==> src/rtl/ddr_timing_pkg.sv <==
// Shared command/violation encodings and the command-pin decoder for the DDR timing checker.
package ddr_timing_pkg;

  typedef enum logic [2:0] {
    CMD_NOP,
    CMD_ACT,
    CMD_PRE,
    CMD_RD,
    CMD_WR,
    CMD_REF
  } cmd_e;

  typedef enum logic {
    BANK_CLOSED,
    BANK_OPEN
  } bank_state_e;

  // Bit positions in viol_vec; also the value reported as first_code.
  typedef enum logic [3:0] {
    V_TRC  = 4'd0,
    V_TRAS = 4'd1,
    V_TRP  = 4'd2,
    V_TRCD = 4'd3,
    V_TRRD = 4'd4,
    V_TFAW = 4'd5,
    V_TWR  = 4'd6,
    V_TRTP = 4'd7,
    V_TWTR = 4'd8,
    V_TRFC = 4'd9,
    V_PROT = 4'd10
  } viol_e;

  localparam int NUM_VIOL = 11;

  function automatic cmd_e ddr_decode(input logic valid, input logic cs_n,
                                      input logic ras_n, input logic cas_n,
                                      input logic we_n);
    cmd_e c;
    c = CMD_NOP;
    if (valid && !cs_n) begin
      case ({ras_n, cas_n, we_n})
        3'b011:  c = CMD_ACT;
        3'b010:  c = CMD_PRE;
        3'b101:  c = CMD_RD;
        3'b100:  c = CMD_WR;
        3'b001:  c = CMD_REF;
        default: c = CMD_NOP;
      endcase
    end
    return c;
  endfunction

endpackage

==> src/rtl/ddr_bank_tracker.sv <==
// One bank's CLOSED/OPEN state plus saturating cycles-since-ACT/PRE/RD/WR counters.
// Counters read 1 the cycle after their event and hold at all-ones once saturated.
module ddr_bank_tracker
#(
  parameter int CNT_W = 8
)
(
  input  logic             clk,
  input  logic             rst_n,
  input  logic             act_i,
  input  logic             pre_i,
  input  logic             rd_i,
  input  logic             wr_i,
  input  logic             auto_pre_i,
  output logic             open_o,
  output logic [CNT_W-1:0] act_cnt_o,
  output logic [CNT_W-1:0] pre_cnt_o,
  output logic [CNT_W-1:0] rd_cnt_o,
  output logic [CNT_W-1:0] wr_cnt_o
);
  import ddr_timing_pkg::*;

  localparam logic [CNT_W-1:0] CNT_MAX = '1;
  localparam logic [CNT_W-1:0] CNT_ONE = CNT_W'(1);

  bank_state_e      state_q, state_d;
  logic [CNT_W-1:0] act_cnt_q, pre_cnt_q, rd_cnt_q, wr_cnt_q;

  function automatic logic [CNT_W-1:0] sat_inc(input logic [CNT_W-1:0] v);
    return (v == CNT_MAX) ? v : v + CNT_ONE;
  endfunction

  always_comb begin
    state_d = state_q;
    if (pre_i || auto_pre_i) begin
      state_d = BANK_CLOSED;
    end else if (act_i) begin
      state_d = BANK_OPEN;
    end
  end

  always_ff @(posedge clk) begin
    if (!rst_n) begin
      state_q   <= BANK_CLOSED;
      act_cnt_q <= CNT_MAX;
      pre_cnt_q <= CNT_MAX;
      rd_cnt_q  <= CNT_MAX;
      wr_cnt_q  <= CNT_MAX;
    end else begin
      state_q   <= state_d;
      act_cnt_q <= act_i ? CNT_ONE : sat_inc(act_cnt_q);
      pre_cnt_q <= pre_i ? CNT_ONE : sat_inc(pre_cnt_q);
      rd_cnt_q  <= rd_i  ? CNT_ONE : sat_inc(rd_cnt_q);
      wr_cnt_q  <= wr_i  ? CNT_ONE : sat_inc(wr_cnt_q);
    end
  end

  assign open_o    = (state_q == BANK_OPEN);
  assign act_cnt_o = act_cnt_q;
  assign pre_cnt_o = pre_cnt_q;
  assign rd_cnt_o  = rd_cnt_q;
  assign wr_cnt_o  = wr_cnt_q;

endmodule

==> src/rtl/ddr_timing_checker_cyc.sv <==
// Cycle-counting DDR timing/protocol checker: a command in cycle N is reported in cycle N+1
// via a pulse, sticky flags, a first-violation record and a saturating violation count.
module ddr_timing_checker_cyc
#(
  parameter int NUM_BANKS = 8,
  parameter int BA_W      = $clog2(NUM_BANKS),
  parameter int ADDR_W    = 13,
  parameter int CNT_W     = 8,
  parameter int T_RC      = 12,
  parameter int T_RAS     = 9,
  parameter int T_RP      = 3,
  parameter int T_RCD     = 3,
  parameter int T_RRD     = 2,
  parameter int T_FAW     = 10,
  parameter int T_WR      = 3,
  parameter int T_RTP     = 2,
  parameter int T_WTR     = 2,
  parameter int T_RFC     = 26
)
(
  input  logic              clk,
  input  logic              rst_n,
  input  logic              cmd_valid,
  input  logic              cs_n,
  input  logic              ras_n,
  input  logic              cas_n,
  input  logic              we_n,
  input  logic [BA_W-1:0]   ba,
  input  logic [ADDR_W-1:0] addr,
  input  logic              clear,
  output logic              violation,
  output logic [10:0]       viol_vec,
  output logic [3:0]        first_code,
  output logic [BA_W-1:0]   first_bank,
  output logic              first_vld,
  output logic [15:0]       viol_count
);
  import ddr_timing_pkg::*;

  localparam logic [CNT_W-1:0] CNT_MAX = '1;
  localparam logic [CNT_W-1:0] CNT_ONE = CNT_W'(1);

  cmd_e cmd;
  logic is_act, is_pre, is_rd, is_wr, is_ref, pre_all;
  logic unused_addr;

  logic [NUM_BANKS-1:0] bank_open;
  logic [CNT_W-1:0]     act_cnt [NUM_BANKS];
  logic [CNT_W-1:0]     pre_cnt [NUM_BANKS];
  logic [CNT_W-1:0]     rd_cnt  [NUM_BANKS];
  logic [CNT_W-1:0]     wr_cnt  [NUM_BANKS];

  logic [CNT_W-1:0] gact_cnt_q, gwr_cnt_q, ref_cnt_q;
  logic [CNT_W-1:0] faw_q [4];
  logic [1:0]       faw_ptr_q;

  logic [NUM_BANKS-1:0] ras_fail, wr_fail, rtp_fail, bank_mask;
  logic [NUM_VIOL-1:0]  viol_d;
  logic [3:0]           code_d;
  logic [BA_W-1:0]      bank_d;
  logic                 any_viol;

  logic                violation_q, first_vld_q;
  logic [NUM_VIOL-1:0] viol_vec_q;
  logic [3:0]          first_code_q;
  logic [BA_W-1:0]     first_bank_q;
  logic [15:0]         viol_count_q;

  function automatic logic [CNT_W-1:0] sat_inc(input logic [CNT_W-1:0] v);
    return (v == CNT_MAX) ? v : v + CNT_ONE;
  endfunction

  assign cmd         = ddr_decode(cmd_valid, cs_n, ras_n, cas_n, we_n);
  assign is_act      = (cmd == CMD_ACT);
  assign is_pre      = (cmd == CMD_PRE);
  assign is_rd       = (cmd == CMD_RD);
  assign is_wr       = (cmd == CMD_WR);
  assign is_ref      = (cmd == CMD_REF);
  assign pre_all     = is_pre && addr[10];
  assign unused_addr = ^addr;

  for (genvar b = 0; b < NUM_BANKS; b++) begin : g_bank
    logic sel;
    assign sel = (ba == BA_W'(b));

    ddr_bank_tracker #(.CNT_W(CNT_W)) u_bank (
      .clk        (clk),
      .rst_n      (rst_n),
      .act_i      (is_act && sel),
      .pre_i      (is_pre && (pre_all || sel)),
      .rd_i       (is_rd && sel),
      .wr_i       (is_wr && sel),
      .auto_pre_i ((is_rd || is_wr) && sel && addr[10]),
      .open_o     (bank_open[b]),
      .act_cnt_o  (act_cnt[b]),
      .pre_cnt_o  (pre_cnt[b]),
      .rd_cnt_o   (rd_cnt[b]),
      .wr_cnt_o   (wr_cnt[b])
    );
  end

  // A single PRE is checked on its own bank; PRE-all only on banks that are actually open.
  always_comb begin
    ras_fail = '0;
    wr_fail  = '0;
    rtp_fail = '0;
    for (int b = 0; b < NUM_BANKS; b++) begin
      if (is_pre && (pre_all ? bank_open[b] : (ba == BA_W'(b)))) begin
        ras_fail[b] = (act_cnt[b] < CNT_W'(T_RAS));
        wr_fail[b]  = (wr_cnt[b]  < CNT_W'(T_WR));
        rtp_fail[b] = (rd_cnt[b]  < CNT_W'(T_RTP));
      end
    end
  end

  always_comb begin
    viol_d         = '0;
    viol_d[V_TRC]  = is_act && (act_cnt[ba] < CNT_W'(T_RC));
    viol_d[V_TRAS] = |ras_fail;
    viol_d[V_TRP]  = is_act && (pre_cnt[ba] < CNT_W'(T_RP));
    viol_d[V_TRCD] = (is_rd || is_wr) && (act_cnt[ba] < CNT_W'(T_RCD));
    viol_d[V_TRRD] = is_act && (gact_cnt_q < CNT_W'(T_RRD));
    viol_d[V_TFAW] = is_act && (faw_q[faw_ptr_q] < CNT_W'(T_FAW));
    viol_d[V_TWR]  = |wr_fail;
    viol_d[V_TRTP] = |rtp_fail;
    viol_d[V_TWTR] = is_rd && (gwr_cnt_q < CNT_W'(T_WTR));
    viol_d[V_TRFC] = (cmd != CMD_NOP) && (ref_cnt_q < CNT_W'(T_RFC));
    viol_d[V_PROT] = (is_act && bank_open[ba]) ||
                     ((is_rd || is_wr) && !bank_open[ba]) ||
                     (is_ref && (|bank_open));
  end

  assign any_viol = |viol_d;

  // The reported bank follows the check that won first_code, so PRE-all names a bank that failed it.
  always_comb begin
    code_d = '0;
    for (int i = NUM_VIOL - 1; i >= 0; i--) begin
      if (viol_d[i]) code_d = 4'(i);
    end
    bank_mask = '0;
    if (code_d == V_TRAS)      bank_mask = ras_fail;
    else if (code_d == V_TWR)  bank_mask = wr_fail;
    else if (code_d == V_TRTP) bank_mask = rtp_fail;
    bank_d = ba;
    for (int b = NUM_BANKS - 1; b >= 0; b--) begin
      if (bank_mask[b]) bank_d = BA_W'(b);
    end
  end

  // Slot at faw_ptr_q always holds the age of the 4th-previous ACT.
  always_ff @(posedge clk) begin
    if (!rst_n) begin
      gact_cnt_q <= CNT_MAX;
      gwr_cnt_q  <= CNT_MAX;
      ref_cnt_q  <= CNT_MAX;
      faw_ptr_q  <= '0;
      for (int i = 0; i < 4; i++) faw_q[i] <= CNT_MAX;
    end else begin
      gact_cnt_q <= is_act ? CNT_ONE : sat_inc(gact_cnt_q);
      gwr_cnt_q  <= is_wr  ? CNT_ONE : sat_inc(gwr_cnt_q);
      ref_cnt_q  <= is_ref ? CNT_ONE : sat_inc(ref_cnt_q);
      for (int i = 0; i < 4; i++) begin
        faw_q[i] <= (is_act && (faw_ptr_q == 2'(i))) ? CNT_ONE : sat_inc(faw_q[i]);
      end
      if (is_act) faw_ptr_q <= faw_ptr_q + 2'd1;
    end
  end

  always_ff @(posedge clk) begin
    if (!rst_n) begin
      violation_q  <= 1'b0;
      viol_vec_q   <= '0;
      first_code_q <= '0;
      first_bank_q <= '0;
      first_vld_q  <= 1'b0;
      viol_count_q <= '0;
    end else begin
      violation_q <= any_viol;
      if (clear) begin
        viol_vec_q   <= '0;
        first_code_q <= '0;
        first_bank_q <= '0;
        first_vld_q  <= 1'b0;
        viol_count_q <= '0;
      end else if (any_viol) begin
        viol_vec_q <= viol_vec_q | viol_d;
        if (!first_vld_q) begin
          first_vld_q  <= 1'b1;
          first_code_q <= code_d;
          first_bank_q <= bank_d;
        end
        if (viol_count_q != 16'hFFFF) viol_count_q <= viol_count_q + 16'd1;
      end
    end
  end

  assign violation  = violation_q;
  assign viol_vec   = viol_vec_q;
  assign first_code = first_code_q;
  assign first_bank = first_bank_q;
  assign first_vld  = first_vld_q;
  assign viol_count = viol_count_q;

endmodule

==> config.mk <==
export PLATFORM = sky130hd
export DESIGN_NAME = ddr_timing_checker_cyc
export DESIGN_NICKNAME = d
export VERILOG_FILES = /design/src/rtl/ddr_timing_pkg.sv /design/src/rtl/ddr_bank_tracker.sv /design/src/rtl/ddr_timing_checker_cyc.sv
export SDC_FILE = /design/constraint.sdc
export NUM_CORES = 1
export LEC_CHECK = 0
export BUFFER_PORTS_ARGS = -buffer_cell sky130_fd_sc_hd__buf_2
export CAP_MARGIN = 15
export CORE_MARGIN = 2
export CORE_UTILIZATION = 42
export DETAILED_ROUTE_END_ITERATION = 8
export PLACE_DENSITY_LB_ADDON = 0.2
export SLEW_MARGIN = 5
export SYNTH_ARGS = -nofsm -noshare
export SYNTH_HDL_FRONTEND = slang
export SYNTH_SLANG_ARGS = --single-unit
==> constraint.sdc <==
create_clock -name clk -period 9.4 [get_ports clk]
set_clock_uncertainty 0.2 [all_clocks]
set_input_delay 1.41 -clock clk [delete_from_list [all_inputs] [get_ports clk]]
set_output_delay 1.41 -clock clk [all_outputs]
set_load 0.02 [all_outputs]
==> results.md, run 1 <==
* Finished Layout Cells at 2758
* ANT nets after route at 0
* Relative slew margins at 25.10%
* Final setup fails at 0
* Drt first pass iters at 5
* Postcts setup bufs at 0
* Core area at 42890 um^2
* Share of cells above drive strength 1 at 7.133%
* DR vias at 15568
* Syn_nets at 2212
* Rows at 76
* Worst path slowest cell: a211oi_1
* I/O Pins at 60
* Worst-path cell chain: buf_2, nand4bb_1, a211oi_1, and4b_1, nor4bb_1, and2_1, a311oi_1, o311ai_0, nand3b_1, nor3_1, o41ai_2
* Hold_buf cts at 0
* Netlist cell types at 73
* Final min period at approximately 5.1 ns
* Status: completed
* Antenna cells at 0
* Metal-1 WL at 21010 um
* Nets at 2220
* Die area at around 45000 um^2
* Input/output buffers at 47
* Slew Limit Fails at 0
* Placer Congestion at 0.8810
* Cells after Synth at 2136
* Worst Path Max Fanout at 11
* Worst path arrival time at 5.34 ns
* DP HPWL at just under 30000 um
* Synthesized area per cell at 8.522 um^2
* Worst stage delay on the critical path at ~0.91 ns
* Total wire length at 42670 um
* WP data required at 9.64 ns
* Number of synthesized flops with an enable pin at 0
* Post-synth ARST share at 0%
* Power per cell area at roughly 340 nW/um^2
* Post-CTS resize count at 0
* P_leak at 8.056 nW
* Met2 WL at 19030 um
* Top FF cell, synth: dfxtp_1
* Die Y at 212.2 um
* Reg clk slew, reported paths at 0.06 ns
* Area delta synth->final at 10.95%
* Finished Core Util at 47.09%
* Met3 Routed Length at ~1700 um
* HP Class: register to register
* First-pass GRT wire length at 70990 um
* Post-DR vias/cell at 5.645
* Total grt overflow at 0
* Synth warn at 0
* Synthesized area at 18200 um^2
* Unrepaired setup endpoints after global routing: false
* CP Buf/Inv Count at 1
* DRC Markers at 0
* Post-DP Area at 18850 um^2
* Top delay family on crit path: simple AND/OR/NAND/NOR gates
* Die Span X at 212.2 um
* Max cap viols at 0
* Number of CTS-inserted buffers at 41
* H-tree depth at 2
* Worst-Skew Late Latency at ~0.58 ns
* CP Launch Type: input pin
* Final Cycle Share at 54.25%
* CTS Buffer Depth at 3
* Detailed Route Iter0 Violations at between 1000 and 1500
* WL per Instance at 15.47 um
* Largest net degree at the start of global routing at roughly 120
* Worst Tran Pin Value at 1.117 ns
* Crit path kind: input pin to register
* Root buf cell: clkbuf_16
* Max frequency at 196.1 MHz
* Hold Violations, Final at 0
* CTS tree: built
* Placed insts at 2685
* Setup tns final at 0 ns
* Initial antenna violation count at 0
* Sink Count at 360
* Vias in the first global route at around 14000
* #FFs+latches synth at 360
* Final instance area at 20200 um^2
* Initial Util at 42.44%
* Worst setup EP type: register
* Seq/Total Area, Yosys at 39.59%
* All-layer global routing usage at 19.03%
* Top Layer Used: met4
* Max IR drop VDD at 0.0001590 V
[cells in the mapped netlist (49+ instances only)]
cell	number	area share (%)
mux2i_1	49	2.7
nand3b_1	51	2.1
dfxtp_1	360	40
clkbuf_1	74	1.5
xnor2_1	68	3.3
ha_1	52	3.6
xor2_1	90	4.3
nand2_1	125	2.6
nand3_1	147	4.0
nand4_1	64	2.2
nor2_1	151	3.1
inv_1	51	1.1
and3_1	78	2.7
o21ai_0	327	9.0
[placed cells by master, fill, tap and decap left out, types with 15 or more instances in the layout]
master	synthesis	layout
a21oi_1	47	47
a31oi_1	30	30
and2_1	15	15
and3_1	78	78
and4_1	17	17
and4b_1	15	15
buf_2	8	46
clkbuf_16	0	41
dfxtp_1	360	360
ha_1	52	52
inv_1	51	51
mux2_2	16	16
mux2i_1	49	49
nand2_1	125	125
nand2b_1	22	22
nand3_1	147	147
nand3b_1	51	51
nand4_1	64	64
nor2_1	151	151
nor2b_1	20	20
nor3_1	42	42
nor4_1	43	43
o21ai_0	327	327
o31ai_1	33	33
xnor2_1	68	68
xor2_1	90	90
[worst min-delay path, cell delays in order, from the launching register on]
cell and delay [ns]:
dfxtp_1 0.31, inv_1 0.05, a21oi_1 0.05
[power breakdown]
part | internal (W) | total, W | switching (W)
Sequential | 0.00204 | 0.00259 | 0.000550
Combinational | 0.00134 | 0.00275 | 0.00141
Clock | 0.000906 | 0.00157 | 0.000668
Total | 0.00429 | 0.00692 | 0.00263
[path summary, 6_finish.rpt]
path                                  from            end  slack (ns)  cells after the start
max                                  ras_n  first_bank[2]        4.30                     11
min                            viol_vec[8]    viol_vec[8]        0.25                      2
max reg2reg  g_bank[1].u_bank.act_cnt_o[5]  first_bank[2]        5.52                     10
min reg2reg                    viol_vec[8]    viol_vec[8]        0.25                      2
[stage by stage]
stage,power (W),setup WS (ns),hold slack [ns]
finish,0.006918,4.301,0.2502
detailed placement,0.005354,3.659,0.2399
CTS,0.006978,4.269,0.2503
global route,0.007567,4.079,0.2668
floorplan,0.004878,5.032,0.2959
global placement,0.005262,3.767,0.2316
[sequential cells by signal, indices dropped and copies added, names as in the netlist, 2 cells and up, named ones only]
signal	flops
faw_ptr_q	2
faw_q	32
first_bank	3
first_code	4
g_bank.u_bank.act_cnt_o	64
g_bank.u_bank.open_o	8
g_bank.u_bank.pre_cnt_o	64
g_bank.u_bank.rd_cnt_o	64
g_bank.u_bank.wr_cnt_o	64
gact_cnt_q	8
gwr_cnt_q	8
ref_cnt_q	8
viol_count	16
viol_vec	11
[area by class of cell]
cell class | instances | area (um^2)
multi-input cells | 1637 | 10450
clock buffers | 57 | 1166
well taps | 585 | 732.0
inverters | 51 | 191.4
fillers | 4152 | 22690
repair buffers | 53 | 286.5
flip-flops and latches | 360 | 7207
clock inverters | 15 | 167.7
[layer usage]
layer / GRT usage [%] / vias up
li1: - / 7860
met1: 25.93 / 7377
met2: 30.96 / 259
met3: 2.880 / 72
met4: 5.998 / 0
met5: 0 / -
[cell families after synthesis]
family | count (synthesis) | share of synthesized area, %
fa+ha+maj | 52 | 3.574
buf+inv | 139 | 3.024
compound gates | 508 | 16.07
mux | 70 | 4.303
xor+xnor | 158 | 7.602
simple gates | 849 | 25.83
flops | 360 | 39.59
No activity file was read; power rests on OpenSTA's default activity.
==> run 2, diff against run 1 <==
--- a/config.mk
+++ b/config.mk
@@ -5,6 +5,7 @@
 export SDC_FILE = /design/constraint.sdc
 export NUM_CORES = 1
 export LEC_CHECK = 0
+export ABC_AREA = 1
 export BUFFER_PORTS_ARGS = -buffer_cell sky130_fd_sc_hd__buf_2
 export CAP_MARGIN = 15
 export CORE_MARGIN = 2
==> constraint.sdc (replaced) <==
create_clock -name clk -period 5.1 [get_ports clk]
set_clock_uncertainty 0.2 [all_clocks]
set_input_delay 0.765 -clock clk [delete_from_list [all_inputs] [get_ports clk]]
set_output_delay 0.765 -clock clk [all_outputs]
set_load 0.02 [all_outputs]
==> results.md, run 2 <==
* Number of synthesized flops with an enable pin at 0 (unchanged)
* Total wire length at 49110 um (+15%)
* Cell taking the most area after synthesis: dfxtp_1
* WP data required at 5.33 ns (-4.31 ns)
* Post-synthesis mux area share at 0% (-4.3 points)
* Post-DR vias/cell at 5.287 (-6.3%)
* Fraction of the mapped netlist area in simple logic gates at 30.67% (+4.8 points)
* Hold path depth at 2 (unchanged)
* Placed insts at 3439 (+28%)
* Xor/xnor share of the synthesized area at 0.6450% (-7.0 points)
* Core area at 44410 um^2 (+3.6%)
* Vias in the first global route at 17486 (+21%)
* Syn_nets at 2921 (+32%)
* CP Launch Type: input pin
* Postcts setup bufs at 0 (unchanged)
* Cells after Synth at 2845 (+33%)
* Worst Path Max Fanout at 14 (+3)
* Setup tns final at 0 ns (unchanged)
* Nets at 2967 (+34%)
* Seq/Total Area, Yosys at 37.91% (-1.7 points)
* Number of CTS-inserted buffers at 42 (+2.4%)
* CTS Buffer Depth at 3 (unchanged)
* Drt first pass iters at 6 (+1)
* Hold Violations, Final at 0 (unchanged)
* Min-Delay Endpoint: viol_vec[4]
* First-pass GRT wire length at 82030 um (+16%)
* Synthesized area per cell at 6.682 um^2 (-22%)
* Fillers at 4500 (+8.4%)
* Detailed Route Iter0 Violations at 1480 (+38%)
* Top delay family on crit path: simple AND/OR/NAND/NOR gates
* Status: completed
* All-layer global routing usage at 20.87% (+1.8 points)
* DRC Markers at 0 (unchanged)
* Final setup fails at 0 (unchanged)
* Post-synth ARST share at 0% (unchanged)
* Initial antenna violation count at 3 (+3)
* Worst r2r dst: first_bank[0]
* Depth of the most critical reg-to-reg path at 23 (+13)
* Hold_buf cts at 0 (unchanged)
* Area delta synth->final at 11.37%
* Worst path slowest cell: buf_2
* DP HPWL at 36110 um (+23%)
* ANT nets after route at 0 (unchanged)
* Unrepaired setup endpoints after global routing: false
* Crit-path most repeated cell: nand2_1
* Root buf cell: clkbuf_16
* Share of cells above drive strength 1 at 5.828% (-1.3 points)
* Initial Util at 42.80% (+0.36 points)
* Placer Congestion at 0.9263 (+5.1%)
* I/O Pins at 60 (unchanged)
* Input/output buffers at 47 (unchanged)
* Post-CTS resize count at 0 (unchanged)
* Netlist cell types at 54 (-26%)
* Max IR drop VDD at 0.0003116 V (+96%)
* CP Buf/Inv Count at 4 (+3)
* Worst path arrival time at 3.93 ns (-1.41 ns)
* Top FF cell, synth: dfxtp_1
* Max frequency at 269.9 MHz
* Worst Tran Pin Value at 0.9001 ns (-0.2166 ns)
* Post-synthesis adder-cell area fraction at 3.423% (-0.15 points)
* RR Startpoint: g_bank[4].u_bank.act_cnt_o[0]
* Synth Area in Compound Gates at 16.68% (+0.61 points)
* Worst stage delay on the critical path at 0.29 ns (-0.62 ns)
* HP Start: viol_vec[4]
* Largest family of logic cells by synthesized area: simple AND/OR/NAND/NOR gates
* Final Cycle Share at 72.66%
* Die area at 46980 um^2 (+4.3%)
* Area of the multi-input gates at 9779 um^2 (-6.4%)
* Power per cell area at 638.9 nW/um^2 (+87%)
* Die Y at 216.7 um (+2.2%)
* HP Class: register to register
* Crit path kind: input pin to register
* Finished Layout Cells at 3510 (+27%)
* Rows at 77 (+1.3%)
* WL per Instance at 13.99 um (-9.6%)
* DR vias at 18559 (+19%)
* Most common cell in the netlist: nand2_1
* P_leak at 10.66 nW (+32%)
* Final min period at 3.706 ns
* Largest net degree at the start of global routing at 121 (unchanged)
* Commonest non-fill, non-tap cell in the layout: nand2_1
* Synthesized area at 19010 um^2 (+4.4%)
* Top cells by area, synth: dfxtp_1, nand2_1, o21ai_0, inv_1, nor2_1
* Commonest cells in the synthesized netlist: nand2_1, inv_1, o21ai_0
* Sink Count at 360 (unchanged)
* Die Span X at 216.7 um (+2.2%)
* Worst-Skew Late Latency at 0.57 ns (about the same)
* Max cap viols at 0 (unchanged)
* #FFs+latches synth at 360 (unchanged)
* Total grt overflow at 0 (unchanged)
* Finished Core Util at 47.67% (+0.57 points)
* Commonest non-fill, non-tap cells in the layout: nand2_1, inv_1, o21ai_0
* Worst setup EP type: register
* H-tree depth at 2 (unchanged)
* Slew Limit Fails at 0 (unchanged)
* Seq. cell area at 7207 um^2 (unchanged)
* Top-area cell type share of the netlist area at 37.91% (-1.7 points)
* Reg clk slew, reported paths at 0.06 ns (about the same)
* Synth warn at 0 (unchanged)
* CTS tree: built
* Relative slew margins at 40.00% (+15 points)
* Reg-to-reg slack, setup at 1.79 ns (-3.73 ns)
[run 2: cell families after synthesis]
family	Yosys count
flops	360
compound gates	576
buf+inv	533
simple gates	1310
fa+ha+maj	52
xor+xnor	14
[run 2: tightest hold or removal path, cell delays in order (launching register included)]
cell,delay (ns)
dfxtp_1,0.30
inv_1,0.04
a21oi_1,0.05
[run 2: cell type report]
type	count	area share [%]
Multi-Input combinational cell	1952	46.19
Sequential cell	360	34.04
Inverter	481	8.552
Clock buffer	58	5.538
Tap cell	592	3.499
Timing Repair Buffer	54	1.448
Clock inverter	12	0.7151
Antenna cell	1	0.01182
[run 2: how the worst max path moves through the flow]
stage / slack, ns / endpoint / cells past startpoint / startpoint
global route: 1.08 / first_bank[0] / 26 / ba[0]
global placement: 0.91 / first_bank[0] / 28 / ba[0]
detailed placement: 0.91 / first_bank[0] / 26 / ba[0]
finish: 1.39 / first_bank[0] / 26 / ba[0]
CTS: 1.51 / first_bank[0] / 26 / ba[0]
floorplan: 1.85 / viol_count[15] / 24 / ba[0]
[run 2: power breakdown]
part | switching, W | internal, W
Sequential | 0.000851 | 0.00387
Combinational | 0.00372 | 0.00213
Clock | 0.00120 | 0.00175
Total | 0.00577 | 0.00776
[run 2: layer usage]
layer  track usage (%)  vias up  part of all wire (%)
li1                  -     9484                     -
met1             27.58     8540                    47
met2             34.10      416                    44
met3             3.033      115                   5.2
met4             8.790        4                   3.7
met5                 0        -                 0.053
[run 2: stage by stage]
stage               hold slack, ns  cell area [um^2]  total power, W  worst slack, ns
floorplan                   0.2471             19010        0.009324            1.853
global placement            0.2341             19840         0.01032           0.9062
detailed placement          0.2387             19840         0.01055           0.9065
CTS                         0.2493             21170         0.01358            1.506
global route                0.2620             21170         0.01497            1.085
finish                      0.2462             21170         0.01353            1.394
==> run 3, diff against run 2 <==
==> constraint.sdc (replaced) <==
create_clock -name clk -period 3.16 [get_ports clk]
set_clock_uncertainty 0.2 [all_clocks]
set_input_delay 0.474 -clock clk [delete_from_list [all_inputs] [get_ports clk]]
set_output_delay 0.474 -clock clk [all_outputs]
set_load 0.02 [all_outputs]
==> results.md, run 3 (synthesized netlist as in run 2, its figures left out) <==
* Placer Congestion at 0.9260 (about the same)
* Reg-to-reg slack, setup at 0.20 ns (-1.59 ns)
* I/O Pins at 60 (unchanged)
* ANT nets after route at 0 (unchanged)
* P_leak at 11.49 nW (+7.8%)
* Final instance area at 22630 um^2 (+6.9%)
* Rows at 77 (unchanged)
* Fillers at 4361 (-3.1%)
* Input/output buffers at 47 (unchanged)
* Worst Path Max Fanout at 5 (-9)
* Initial Util at 42.80% (unchanged)
* Reg clk slew, reported paths at 0.06 ns (about the same)
* Finished Core Util at 50.96% (+3.3 points)
* Area of the multi-input gates at 9917 um^2 (+1.4%)
* Hold Violations, Final at 0 (unchanged)
* Max IR drop VDD at 0.0005584 V (+79%)
* Max frequency at 337.4 MHz
* Number of CTS-inserted buffers at 43 (+2.4%)
* Setup tns final at 0 ns (unchanged)
* Die Span X at 216.7 um (unchanged)
* WP data required at 3.37 ns (-1.96 ns)
* Total wire length at 51220 um (+4.3%)
* Hold path depth at 2 (unchanged)
* HP Start: rst_n
* HP Class: input pin to register
* Slew Limit Fails at 0 (unchanged)
* Root buf cell: clkbuf_16
* CTS Buffer Depth at 3 (unchanged)
* Sink Count at 360 (unchanged)
* Share of cells above drive strength 1 at 11.30% (+5.5 points)
* Commonest non-fill, non-tap cell in the layout: nand2_1
* WL per Instance at 14.01 um (+0.12%)
* Post-DR vias/cell at 5.195 (-1.7%)
* Total grt overflow at 0 (unchanged)
* Min-Delay Endpoint: g_bank[6].u_bank.act_cnt_o[1]
* Worst-Skew Late Latency at 0.56 ns (about the same)
* Depth of the most critical reg-to-reg path at 25 (+8.7%)
* DR vias at 18993 (+2.3%)
* Core area at 44410 um^2 (unchanged)
* Area delta synth->final at 19.07%
* Die area at 46980 um^2 (unchanged)
* DP HPWL at 37690 um (+4.4%)
* Final Cycle Share at between 90% and 100%
* Nets at 3110 (+4.8%)
* Die Y at 216.7 um (unchanged)
* H-tree depth at 2 (unchanged)
* Final min period at 2.963 ns
* Vias in the first global route at 17606 (+0.69%)
* Max cap viols at 0 (unchanged)
* CP Launch Type: register
* Power per cell area at 1002 nW/um^2 (+57%)
* Detailed Route Iter0 Violations at 1304 (-12%)
* RR Startpoint: g_bank[5].u_bank.wr_cnt_o[1]
* Crit path kind: register to register
* Commonest non-fill, non-tap cells in the layout: nand2_1, inv_1, o21ai_0
* Unrepaired setup endpoints after global routing: true
* Worst path arrival time at 3.18 ns (-0.75 ns)
* Initial antenna violation count at 2 (-1)
* Worst r2r dst: first_bank[0]
* Drt first pass iters at 6 (unchanged)
* All-layer global routing usage at 21.28% (+0.41 points)
* Worst Tran Pin Value at 0.7850 ns (-0.1151 ns)
* CTS tree: built
* Status: completed
* First-pass GRT wire length at 83570 um (+1.9%)
* Seq. cell area at 7213 um^2 (about the same)
* Final setup fails at 0 (unchanged)
* Hold_buf cts at 0 (unchanged)
* Post-DP Area at 20870 um^2 (+5.2%)
* Total power at 0.02267 W (+68%)
* DRC Markers at 0 (unchanged)
* Worst setup EP type: register
* Post-Route Hold Slack at 0.05325 ns (-0.1929 ns)
* Relative slew margins at 47.67% (+7.7 points)
* Largest net degree at the start of global routing at 101 (-17%)
==> run 3: where the power goes <==
part           internal [W]  switching [W]  leakage (nW)  total, W
combinational       0.00353        0.00609          7.76   0.00962
sequential          0.00626        0.00139          2.97   0.00765
clock               0.00342        0.00199         0.757   0.00540
==> run 3: timing repair <==
action | 4_1_cts | 5_1_grt
endpoints found under the setup margin | 0 | 11
setup buffers | 0 | 8
endpoints found under the hold margin | 0 | 0
gates resized for setup | 0 | 35
==> run 3: metrics by stage <==
step	instances	worst slack, ns
after floorplan	2845	0.2039
after global placement	3571	-0.2135
after detailed placement	3571	-0.2543
after CTS	3645	0.04042
after global routing	3656	-0.08961
final	3656	0.1965
==> run 3: metal layers <==
layer	global-route usage, %	share of wire, %	vias up
met5	0	0.029	-
met4	6.918	2.5	2
met3	3.075	5.6	78
met2	35.91	46	435
met1	27.98	46	8709
li1	-	-	9769
==> run 3: area by class of cell <==
cell class              count  share of cell area [%]
multi-input cells        1954                   43.81
clock buffers              61                   5.727
well taps                 592                   3.273
repair buffers            194                   6.180
clock inverters            13                   1.128
diodes                      1                 0.01106
inverters                 481                   7.999
flip-flops and latches    360                   31.87
==> run 3: worst max-delay path: stages, from the launching register on <==
cell and delay [ns]:
dfxtp_2 0.34, ha_4 0.18, nor3_4 0.17, nand4_1 0.24, nor2_2 0.25, nor2_1 0.07, nand2_1 0.09, nor2_2 0.06
nand2_1 0.06, nand2_1 0.04, nand2_1 0.06, nand2_1 0.06, nand2_2 0.11, nand2_4 0.08, nand2_4 0.11, nand3b_1 0.09
nand3_1 0.09, nand2_1 0.07, nand2_1 0.07, nand2_1 0.04, nand2_1 0.06, nand2_1 0.05, nand2_1 0.07, nand2_1 0.05
nand2_1 0.06, a21oi_1 0.05
==> run 3: how the worst max path moves through the flow <==
stage	to	cells after the start	startpoint	slack, ns
6_report	first_bank[0]	25	g_bank[5].u_bank.wr_cnt_o[1]	0.20
5_1_grt	first_bank[0]	25	g_bank[5].u_bank.wr_cnt_o[1]	-0.09
4_1_cts	first_bank[0]	20	g_bank[5].u_bank.wr_cnt_o[0]	0.04
3_5_place_dp	viol_count[15]	21	ba[0]	-0.25
3_3_place_gp	first_bank[0]	23	ba[0]	-0.21
2_1_floorplan	viol_count[15]	24	ba[0]	0.20
